[src/rtl/sysid_probe_pkg.sv]
// Shared types and constants for the SysID probe master.
package sysid_probe_pkg;

    localparam int unsigned TMR_W  = 8;
    localparam int unsigned ADDR_W = 32;
    localparam int unsigned DATA_W = 32;

    localparam logic [ADDR_W-1:0] ID_OFFSET = 32'h0000_0000;
    localparam logic [ADDR_W-1:0] TS_OFFSET = 32'h0000_0004;

    typedef enum logic [2:0] {
        ST_IDLE,
        ST_RD_ID,
        ST_WT_ID,
        ST_RD_TS,
        ST_WT_TS,
        ST_FIN
    } state_e;

    // True while a bus transaction is outstanding.
    function automatic logic in_xfer(input state_e s);
        return (s == ST_RD_ID) || (s == ST_WT_ID) || (s == ST_RD_TS) || (s == ST_WT_TS);
    endfunction

endpackage

[src/rtl/sysid_probe_master_if.sv]
// Avalon-MM read-only link between the probe master and the SysID slave.
interface sysid_probe_master_if;
    import sysid_probe_pkg::*;

    logic [ADDR_W-1:0] avm_address;
    logic              avm_read;
    logic              avm_waitrequest;
    logic [DATA_W-1:0] avm_readdata;
    logic              avm_readdatavalid;

    modport master (
        output avm_address, avm_read,
        input  avm_waitrequest, avm_readdata, avm_readdatavalid
    );

    modport slave (
        input  avm_address, avm_read,
        output avm_waitrequest, avm_readdata, avm_readdatavalid
    );

endinterface

[src/rtl/sysid_probe_timer.sv]
// Per-transaction watchdog: loads LIMIT, counts down while enabled, flags zero.
module sysid_probe_timer
    import sysid_probe_pkg::*;
#(
    parameter int unsigned LIMIT = 255
) (
    input  logic clk_i,
    input  logic rst_ni,
    input  logic load_i,
    input  logic en_i,
    output logic expired_o
);

    localparam logic [TMR_W-1:0] LIMIT_W = TMR_W'(LIMIT);

    logic [TMR_W-1:0] cnt_q, cnt_d;
    logic             exp_q, exp_d;

    // Load wins over decrement; the counter parks at zero once expired.
    always_comb begin
        cnt_d = cnt_q;
        exp_d = exp_q;
        if (load_i) begin
            cnt_d = LIMIT_W;
            exp_d = (LIMIT_W == TMR_W'(0));
        end else if (en_i && (cnt_q != TMR_W'(0))) begin
            cnt_d = cnt_q - TMR_W'(1);
            exp_d = (cnt_q == TMR_W'(1));
        end
    end

    always_ff @(posedge clk_i) begin
        if (!rst_ni) begin
            cnt_q <= '0;
            exp_q <= 1'b0;
        end else begin
            cnt_q <= cnt_d;
            exp_q <= exp_d;
        end
    end

    assign expired_o = exp_q;

endmodule

[src/rtl/sysid_probe_master.sv]
// Reads the SysID ID and timestamp words, compares them with build-time values
// and holds the verdict plus captured words until the next probe.
module sysid_probe_master
    import sysid_probe_pkg::*;
#(
    parameter logic [ADDR_W-1:0] BASE_ADDR   = 32'h0000_0000,
    parameter logic [DATA_W-1:0] EXPECTED_ID = 32'd0,
    parameter logic [DATA_W-1:0] EXPECTED_TS = 32'd1488294195,
    parameter bit                USE_RDV     = 1'b0,
    parameter int unsigned       TIMEOUT     = 255
) (
    input  logic              clock,
    input  logic              reset_n,
    input  logic              start,
    output logic              busy,
    output logic              done,
    output logic              pass,
    output logic              id_ok,
    output logic              ts_ok,
    output logic              timeout,
    output logic [DATA_W-1:0] id_value,
    output logic [DATA_W-1:0] ts_value,
    sysid_probe_master_if.master avm
);

    state_e            state_q, state_d;
    logic              read_q, read_d;
    logic [ADDR_W-1:0] addr_q, addr_d;
    logic              busy_q, busy_d;
    logic              done_q, done_d;
    logic              pass_q, pass_d;
    logic              id_ok_q, id_ok_d;
    logic              ts_ok_q, ts_ok_d;
    logic              tmo_q, tmo_d;
    logic [DATA_W-1:0] id_val_q, id_val_d;
    logic [DATA_W-1:0] ts_val_q, ts_val_d;
    logic              tmr_load, tmr_en, tmr_expired;
    logic              cap;
    logic              accept_c;

    assign accept_c = read_q & ~avm.avm_waitrequest;

    sysid_probe_timer #(
        .LIMIT (TIMEOUT)
    ) u_timer (
        .clk_i     (clock),
        .rst_ni    (reset_n),
        .load_i    (tmr_load),
        .en_i      (tmr_en),
        .expired_o (tmr_expired)
    );

    // Next-state, bus request, capture and compare.
    always_comb begin
        state_d  = state_q;
        read_d   = read_q;
        addr_d   = addr_q;
        pass_d   = pass_q;
        id_ok_d  = id_ok_q;
        ts_ok_d  = ts_ok_q;
        tmo_d    = tmo_q;
        id_val_d = id_val_q;
        ts_val_d = ts_val_q;
        tmr_load = 1'b0;
        tmr_en   = 1'b0;
        cap      = 1'b0;

        case (state_q)
            ST_IDLE: begin
                if (start) begin
                    state_d  = ST_RD_ID;
                    read_d   = 1'b1;
                    addr_d   = BASE_ADDR + ID_OFFSET;
                    pass_d   = 1'b0;
                    id_ok_d  = 1'b0;
                    ts_ok_d  = 1'b0;
                    tmo_d    = 1'b0;
                    id_val_d = '0;
                    ts_val_d = '0;
                    tmr_load = 1'b1;
                end
            end
            ST_RD_ID, ST_RD_TS: begin
                tmr_en = 1'b1;
                if (tmr_expired) begin
                    tmo_d   = 1'b1;
                    read_d  = 1'b0;
                    state_d = ST_FIN;
                end else if (accept_c) begin
                    if (USE_RDV) begin
                        read_d  = 1'b0;
                        state_d = (state_q == ST_RD_ID) ? ST_WT_ID : ST_WT_TS;
                    end else begin
                        cap = 1'b1;
                    end
                end
            end
            ST_WT_ID, ST_WT_TS: begin
                tmr_en = 1'b1;
                if (tmr_expired) begin
                    tmo_d   = 1'b1;
                    state_d = ST_FIN;
                end else if (avm.avm_readdatavalid) begin
                    cap = 1'b1;
                end
            end
            ST_FIN: begin
                state_d = ST_IDLE;
            end
            default: begin
                state_d = ST_IDLE;
                read_d  = 1'b0;
            end
        endcase

        // Capture advances ID -> TS read, or TS -> FIN.
        if (cap) begin
            if ((state_q == ST_RD_ID) || (state_q == ST_WT_ID)) begin
                id_val_d = avm.avm_readdata;
                id_ok_d  = (avm.avm_readdata == EXPECTED_ID);
                state_d  = ST_RD_TS;
                read_d   = 1'b1;
                addr_d   = BASE_ADDR + TS_OFFSET;
                tmr_load = 1'b1;
            end else begin
                ts_val_d = avm.avm_readdata;
                ts_ok_d  = (avm.avm_readdata == EXPECTED_TS);
                state_d  = ST_FIN;
                read_d   = 1'b0;
            end
        end

        if (state_d == ST_FIN) begin
            pass_d = id_ok_d & ts_ok_d & ~tmo_d;
        end
        done_d = (state_d == ST_FIN);
        busy_d = in_xfer(state_d);
    end

    always_ff @(posedge clock) begin
        if (!reset_n) begin
            state_q  <= ST_IDLE;
            read_q   <= 1'b0;
            addr_q   <= '0;
            busy_q   <= 1'b0;
            done_q   <= 1'b0;
            pass_q   <= 1'b0;
            id_ok_q  <= 1'b0;
            ts_ok_q  <= 1'b0;
            tmo_q    <= 1'b0;
            id_val_q <= '0;
            ts_val_q <= '0;
        end else begin
            state_q  <= state_d;
            read_q   <= read_d;
            addr_q   <= addr_d;
            busy_q   <= busy_d;
            done_q   <= done_d;
            pass_q   <= pass_d;
            id_ok_q  <= id_ok_d;
            ts_ok_q  <= ts_ok_d;
            tmo_q    <= tmo_d;
            id_val_q <= id_val_d;
            ts_val_q <= ts_val_d;
        end
    end

    assign avm.avm_address = addr_q;
    assign avm.avm_read    = read_q;
    assign busy            = busy_q;
    assign done            = done_q;
    assign pass            = pass_q;
    assign id_ok           = id_ok_q;
    assign ts_ok           = ts_ok_q;
    assign timeout         = tmo_q;
    assign id_value        = id_val_q;
    assign ts_value        = ts_val_q;

endmodule

[src/flat_wrapper.sv]
// flat-port wrapper written by rule: the top's interface ports become plain ports
module sysid_probe_master_flat import sysid_probe_pkg::*;
#(
    parameter logic [ADDR_W-1:0] BASE_ADDR   = 32'h0000_0000,
    parameter logic [DATA_W-1:0] EXPECTED_ID = 32'd0,
    parameter logic [DATA_W-1:0] EXPECTED_TS = 32'd1488294195,
    parameter bit                USE_RDV     = 1'b0,
    parameter int unsigned       TIMEOUT     = 255
)
  (clock, reset_n, start, busy, done, pass, id_ok, ts_ok, timeout, id_value, ts_value, avm_avm_address, avm_avm_read, avm_avm_waitrequest, avm_avm_readdata, avm_avm_readdatavalid);
  sysid_probe_master_if avm_i ();
  input  logic clock;
  input  logic reset_n;
  input  logic start;
  output logic busy;
  output logic done;
  output logic pass;
  output logic id_ok;
  output logic ts_ok;
  output logic timeout;
  output logic [DATA_W-1:0] id_value;
  output logic [DATA_W-1:0] ts_value;
  output wire logic [$bits(avm_i.avm_address)-1:0] avm_avm_address;
  output wire logic [$bits(avm_i.avm_read)-1:0] avm_avm_read;
  input wire logic [$bits(avm_i.avm_waitrequest)-1:0] avm_avm_waitrequest;
  input wire logic [$bits(avm_i.avm_readdata)-1:0] avm_avm_readdata;
  input wire logic [$bits(avm_i.avm_readdatavalid)-1:0] avm_avm_readdatavalid;
  assign avm_avm_address = avm_i.avm_address;
  assign avm_avm_read = avm_i.avm_read;
  assign avm_i.avm_waitrequest = avm_avm_waitrequest;
  assign avm_i.avm_readdata = avm_avm_readdata;
  assign avm_i.avm_readdatavalid = avm_avm_readdatavalid;
  sysid_probe_master #(.BASE_ADDR(BASE_ADDR), .EXPECTED_ID(EXPECTED_ID), .EXPECTED_TS(EXPECTED_TS), .USE_RDV(USE_RDV), .TIMEOUT(TIMEOUT)) u_core (.clock(clock), .reset_n(reset_n), .start(start), .busy(busy), .done(done), .pass(pass), .id_ok(id_ok), .ts_ok(ts_ok), .timeout(timeout), .id_value(id_value), .ts_value(ts_value), .avm(avm_i));
endmodule
[config.mk]
export PLATFORM = sky130hd
export DESIGN_NAME = sysid_probe_master_flat
export DESIGN_NICKNAME = d
export VERILOG_FILES = /design/src/rtl/sysid_probe_pkg.sv /design/src/rtl/sysid_probe_master_if.sv /design/src/rtl/sysid_probe_timer.sv /design/src/rtl/sysid_probe_master.sv /design/src/flat_wrapper.sv
export SDC_FILE = /design/constraint.sdc
export NUM_CORES = 1
export LEC_CHECK = 0
export BUFFER_PORTS_ARGS = -buffer_cell sky130_fd_sc_hd__buf_2
export CORE_ASPECT_RATIO = 1.2
export CORE_MARGIN = 3
export CORE_UTILIZATION = 47
export CTS_BUF_LIST = sky130_fd_sc_hd__clkbuf_2
export DETAILED_ROUTE_END_ITERATION = 10
export PLACE_DENSITY = 0.9
export RECOVER_POWER = 25
export SLEW_MARGIN = 20
export SYNTH_ARGS = -nofsm -noshare
export SYNTH_HDL_FRONTEND = slang
export SYNTH_SLANG_ARGS = --single-unit
[constraint.sdc]
create_clock -name clock -period 1.78 [get_ports clock]
set_clock_uncertainty 0.15 [all_clocks]
set_input_delay 0.356 -clock clock [delete_from_list [all_inputs] [get_ports clock]]
set_output_delay 0.356 -clock clock [all_outputs]
set_load 0.005 [all_outputs]
# Yosys cells after proc, flatten, opt, wreduce, memory -nomap -nowiden
# Index checks and enable logic that the tools add are counted.
# word_totals
ff_bits	115
in_bits	37
output_inout_bits	103
elab_cells	101
# classes
add_sub_neg	1
n_eq_ne	15
muxes	48
bitwise_logic	6
n_reduce_logical	18
# ops
op	count
32-bit 2-to-1 mux	12
32-bit by 31-bit equality test with 1-bit output (second input constant)	1
32-bit zero test	1
1-bit 2-to-1 mux	26
8-bit 2-to-1 mux	2
3-bit by 2-bit equality test with 1-bit output (second input constant)	4
3-bit equality test (second input constant)	4
3-bit 2-to-1 mux	4
8-bit by 1-bit equality test with 1-bit output (second input constant)	1
8-bit nonzero test	1
8-bit by 1-bit subtractor with 8-bit output (second input constant)	1
3-bit by 1-bit equality test with 1-bit output (second input constant)	2
3-bit by 2-bit != test with 1-bit output (second input constant)	2
3-bit case mux with 2 select lines	1
2-bit nonzero test	3
2-bit OR reduction	3
1-bit logical OR	4
1-bit case mux with 2 select lines	2
4-bit OR reduction	1
1-bit bitwise AND	3
3-bit zero test	1
1-bit inverter	3
1-bit case mux with 3 select lines	1
3-bit AND reduction	1
other kinds (4)	4

# Logic depth before layout (Yosys ltp)
# logic_depth
ltp_word	10
mapped_depth	8
depth_no_buf	7

# Hierarchy
# From an unflattened synthesis, not the netlist that was laid out.
# unflattened
hier_cells	498
hier_area_um2	4423.0
# modules_own_cells
mod	instances	cells_each	area_each_um2	seq_area_each_um2
sysid_probe_master	1	447	3906.2	2122.0
sysid_probe_timer	1	51	516.7	180.2

# Least setup slack after synthesis
# Ideal clock, no wire load.
# synth_timing
path_kind	register to register
startpoint	register u_core.state_q[1]
endpoint	register u_core.id_val_q[10] (netlist: u_core.id_value[10])
setup_ns	0.117
t_arrival_ns	1.587
required_time_ns	1.513
setup_slack_ns	-0.074
path_stages_with_launch	8
n_path_buf	2
period_less_slack_ns	1.854
cell_sequence	dfxtp_1 -> nor3_4 -> nand2_4 -> and3_4 -> and2_4 -> buf_6 -> buf_6 -> a22o_1
# synth_via
elab_chain_len	4
word_cells_on_any_way	12
classes_between	eq/ne: 4; mux: 4; reduce/logical: 4
# synth_rtl
element	line_no	text
from (decl)	sysid_probe_master.sv:26	state_e state_q, state_d;
from (signal assigned)	sysid_probe_master.sv:154	state_q <= state_d;
3-bit equality test (tied with other cells)	sysid_probe_master.sv:68	case (state_q)
2-bit OR reduction (tied with other cells)	sysid_probe_master.sv:68	
1-bit case mux with 2 select lines or 32-bit 2-to-1 mux (tied branches)	sysid_probe_master.sv:68, sysid_probe_master.sv:118	
32-bit 2-to-1 mux (*)	sysid_probe_master.sv:117	if (cap) begin
to (signal assigned)	sysid_probe_master.sv:163	id_val_q <= id_val_d;
to (decl)	sysid_probe_master.sv:35	logic [DATA_W-1:0] id_val_q, id_val_d;
# Mark *: on every way between the ends. The rest lies on a longest branch, timed or not.
# A chain may end at the register's enable or synchronous reset.

# Worst setup path in the final report
# layout_timing
startpoint	input port avm_avm_readdata[22]
endpoint	register u_core.pass_q (netlist: u_core.pass)
# layout_via
elab_chain_len	6
word_cells_on_any_way	9
classes_between	eq/ne: 1; mux: 5; bitwise: 2; reduce/logical: 1
# layout_rtl
element	line_no	text
from (decl)	flat_wrapper.sv:26	input wire logic [$bits(avm_i.avm_readdata)-1:0] avm_avm_readdata;
32-bit by 31-bit equality test with 1-bit output or 32-bit zero test (tied branches)	sysid_probe_master.sv:127, sysid_probe_master.sv:120	
1-bit 2-to-1 mux	sysid_probe_master.sv:118	if ((state_q == ST_RD_ID) || (state_q == ST_WT_ID)) begin
1-bit 2-to-1 mux	sysid_probe_master.sv:117	
1-bit bitwise AND (*) (2 in a row)	sysid_probe_master.sv:134	pass_d = id_ok_d & ts_ok_d & ~tmo_d;
1-bit 2-to-1 mux (*)	sysid_probe_master.sv:133	if (state_d == ST_FIN) begin
to (signal assigned)	sysid_probe_master.sv:159	pass_q <= pass_d;
to (decl)	sysid_probe_master.sv:31	logic pass_q, pass_d;
# Marks and branches as above.

==> summary.txt <==
Yosys top cell by area: dfxtp_1
Critical path class: primary input to flip-flop
Crit. End Element: flip-flop
Half-perimeter wire length after detailed placement: 8240 microns
Area of the core region: 0.00875 sq mm
Sequential fraction of design power: 54.4%
Number of standard cells in the final layout excluding fillers: 761
DP Cell Count: 685
Num rows: 37
Area added between synthesis and finish: 43.8%
Critical path launch point type: primary input
Clock-pin slew of the registers on the worst-case setup and hold paths: 0.17 ns
Root buffer cell: clkbuf_2
Pwr Density: 803 mW/mm^2
Clock latency of the later-clocked register in the worst-skew pair: 0.61 ns
Net Sw Power: 0.00137 W
Die Wd: 93.2 microns
Die Span Y: 111 microns
Post-synth net total: 464
Via count of the first global-routing pass: 4,094
Pin slew with the least headroom to its limit: 0.469 ns
Total number of nets in the final design: 673
Primary FF master, synth: dfxtp_1
Input/output buffers: 139
Final worst slack: -0.0565 ns
Count of final max-slew check failures: 0
Register area: 0.00231 sq mm
Residual antenna-violating net count after detailed routing: 0
Clk pwr share: 31.8%
Overall routing resource usage: 24.5%
Synthesized area per cell: 10.1 sq um
Count of fill cells added during filler insertion: 611
Synthesized cell area: 0.00429 sq mm
Count of endpoints failing setup in the final report: 5
Most common library cells after synthesis: 115 x dfxtp_1, 39 x nand2_1, 34 x a21boi_0, 34 x nand3_1, 32 x a22o_1
Share of the yosys chip area belonging to registers: 53.7%
Switching power as a share of total power: 27.7%
Remaining global-route overflow: 0
CTS tree: yes
Internal cell power: 0.00358 W
Area share of the largest cell type after synthesis: 53.7%
Starting density of the core: 49.0%
Vias per inst: 5.60
Synth Register Bits: 115
Wire length of the first global-routing pass: 20,100 microns
Count of antenna diodes in the layout: 0
Largest vdd supply drop: 0.727 mV
Data arrival time of the critical path: 2.22 ns
Part of the power in combinational logic: 13.8%
Fraction of the cycle the final worst path needs: 103%
Number of library cell types mapped by synthesis: 48
Required time of the critical path: 2.16 ns
Leakage power total: 2.89 nW
Violated checks: setup timing
Worst min path class: primary input to flip-flop
Yosys synthesis warning count: 0
Fraction of layout cells with a size suffix above 1: 41.3%
Number of detailed-route iterations in the first pass: 5
Final Hold Fails: 0
RSZ-0062 raised after global routing: true
Final Total Pwr: 0.00495 W
Initial antenna violation count: 0
Clock Sink Count: 115
Min Clock Period, post-route: 1.84 ns
GP Congestion: 0.838
Number of remaining DRC errors: 0
Maximum root-to-sink buffer count: 2
Initial DRC count: 213
Status: finished, violations left
Max-Cap Viols: 0
Max Clk Rate: 545 MHz
DR vias: 4,260
Wire length per cell: 18.1 microns
Area taken by multi-input logic gates: 0.00195 sq mm
Cts bufs inserted: 17
Cell count after synthesis: 424
Largest net degree at the start of global routing: 50
Biggest area contributors in the synthesized netlist: dfxtp_1 54%, a22o_1 6.5%, a21boi_0 6.0%
Number of H-tree levels: 4
Worst-path fanout max: 3
Cell with the most instances after synthesis: dfxtp_1
Slew margin rel.: 68.4%
Total routed wirelength: 13,800 microns
Die area: 0.0103 sq mm
Boundary Pins: 140
Share of synthesized flip-flops with an asynchronous set or reset: 0%
Number of enable-type register cells in the synthesized netlist: 0
Min Hold Slack: 0.0815 ns
timing repair:
item / CTS / global route
gates cloned: 0 / 5
endpoints found under the hold margin: 66 / 1
setup buffers: 5 / 3
setup endpoints to repair: 83 / 105
pin swaps: 17 / 36
resized for setup: 11 / 72
hold buffers: 32 / 1
worst max-delay path, cell delays in order:
cell and delay, ns:
dlygate4sd3_1 0.54, buf_2 0.15, nor2_1 0.10, nand4_1 0.12, nor4_1 0.39, a32oi_1 0.22
o41ai_2 0.33
worst paths after layout:
kind / startpoint / endpoint / slack (ns) / cells after the start
worst max-delay path: avm_avm_readdata[22] / u_core.pass / -0.06 / 7
worst min-delay path: start / u_core.avm.avm_read / 0.08 / 4
worst max register to register: u_core.state_q[2] / u_core.pass / -0.02 / 5
worst min register to register: u_core.ts_value[2] / u_core.ts_value[2] / 0.33 / 2
metal layers:
metal	share of wire, %	vias to the layer above	track usage (%)
li1	-	1943	-
met4	3.8	0	9.87
met5	0	-	0
met2	50	248	41.1
met1	39	2025	29.2
met3	7.5	44	6.88
through the flow:
step	instance area, sq um	TNS [ns]	setup WS (ns)	util, %
global route	6170	-1.22	-0.0869	70.5
CTS	5870	0	0.00207	67.0
finish	6170	-0.0808	-0.0565	70.5
floorplan	4290	0	0.00173	-
detailed placement	5280	-5.18	-0.391	60.3
global placement	5280	-3.06	-0.308	60.3
state kept, by name (all words and copies together), names as in the netlist:
| register | count |
|---|---|
| u_core.id_ok | 1 |
| u_core.u_timer.cnt_q | 8 |
| u_core.u_timer.expired_o | 1 |
| u_core.state_q | 3 |
| u_core.id_value | 32 |
| u_core.timeout | 1 |
| u_core.done | 1 |
| u_core.ts_ok | 1 |
| u_core.ts_value | 32 |
| u_core.pass | 1 |
| u_core.avm.avm_address | 32 |
| u_core.avm.avm_read | 1 |
| u_core.busy | 1 |
layout by cell type (no fill, tap or decap), types with 3 or more instances in the layout:
master,count
nor2_1,7
buf_2,139
nand2b_1,4
and3_1,31
o21ai_0,5
clkbuf_16,3
dfxtp_1,107
dlygate4sd3_1,33
nor2b_1,8
nand4_1,8
clkbuf_2,18
buf_6,7
buf_4,37
nand3_1,24
a21boi_2,6
nand3_2,9
nand4b_1,3
a21boi_0,4
clkinv_2,3
nand3b_1,3
nor4_1,8
and2_4,3
a21boi_1,32
dfxtp_2,7
a21oi_1,7
a22o_1,32
clkinv_1,3
inv_1,3
nand2_1,36
clkinvlp_4,3
xor2_1,5
area by class of cell:
cell class	instances	area share, %
flip-flops and latches	115	37.5
multi-input cells	271	31.6
repair buffers	223	24.8
well taps	117	2.37
clock inverters	12	1.91
clock buffers	18	1.46
inverters	5	0.304
power by group through the flow:
stage	Combinational [W]	Sequential (W)	Clock, W
after detailed placement	0.000518	0.00274	0
final	0.000682	0.00270	0.00158
after floorplan	0.000295	0.00274	0
after global routing	0.000728	0.00270	0.00171
after global placement	0.000496	0.00274	0
after CTS	0.000596	0.00269	0.00159
cell families (layout without fill, tap and decap cells):
logic type / count (synthesis) / after routing / synth area share (%)
adders and majority gates: 3 / 3 / 0.875
DFF: 115 / 115 / 53.7
muxes: 1 / 1 / 0.233
xor gates and xnor gates: 7 / 7 / 1.43
AOI/OAI and AO/OA: 96 / 96 / 17.4
and+or+nand+nor: 163 / 164 / 21.9
buffers and inverters: 39 / 258 / 4.52
Power figures use the tool's default switching activity.
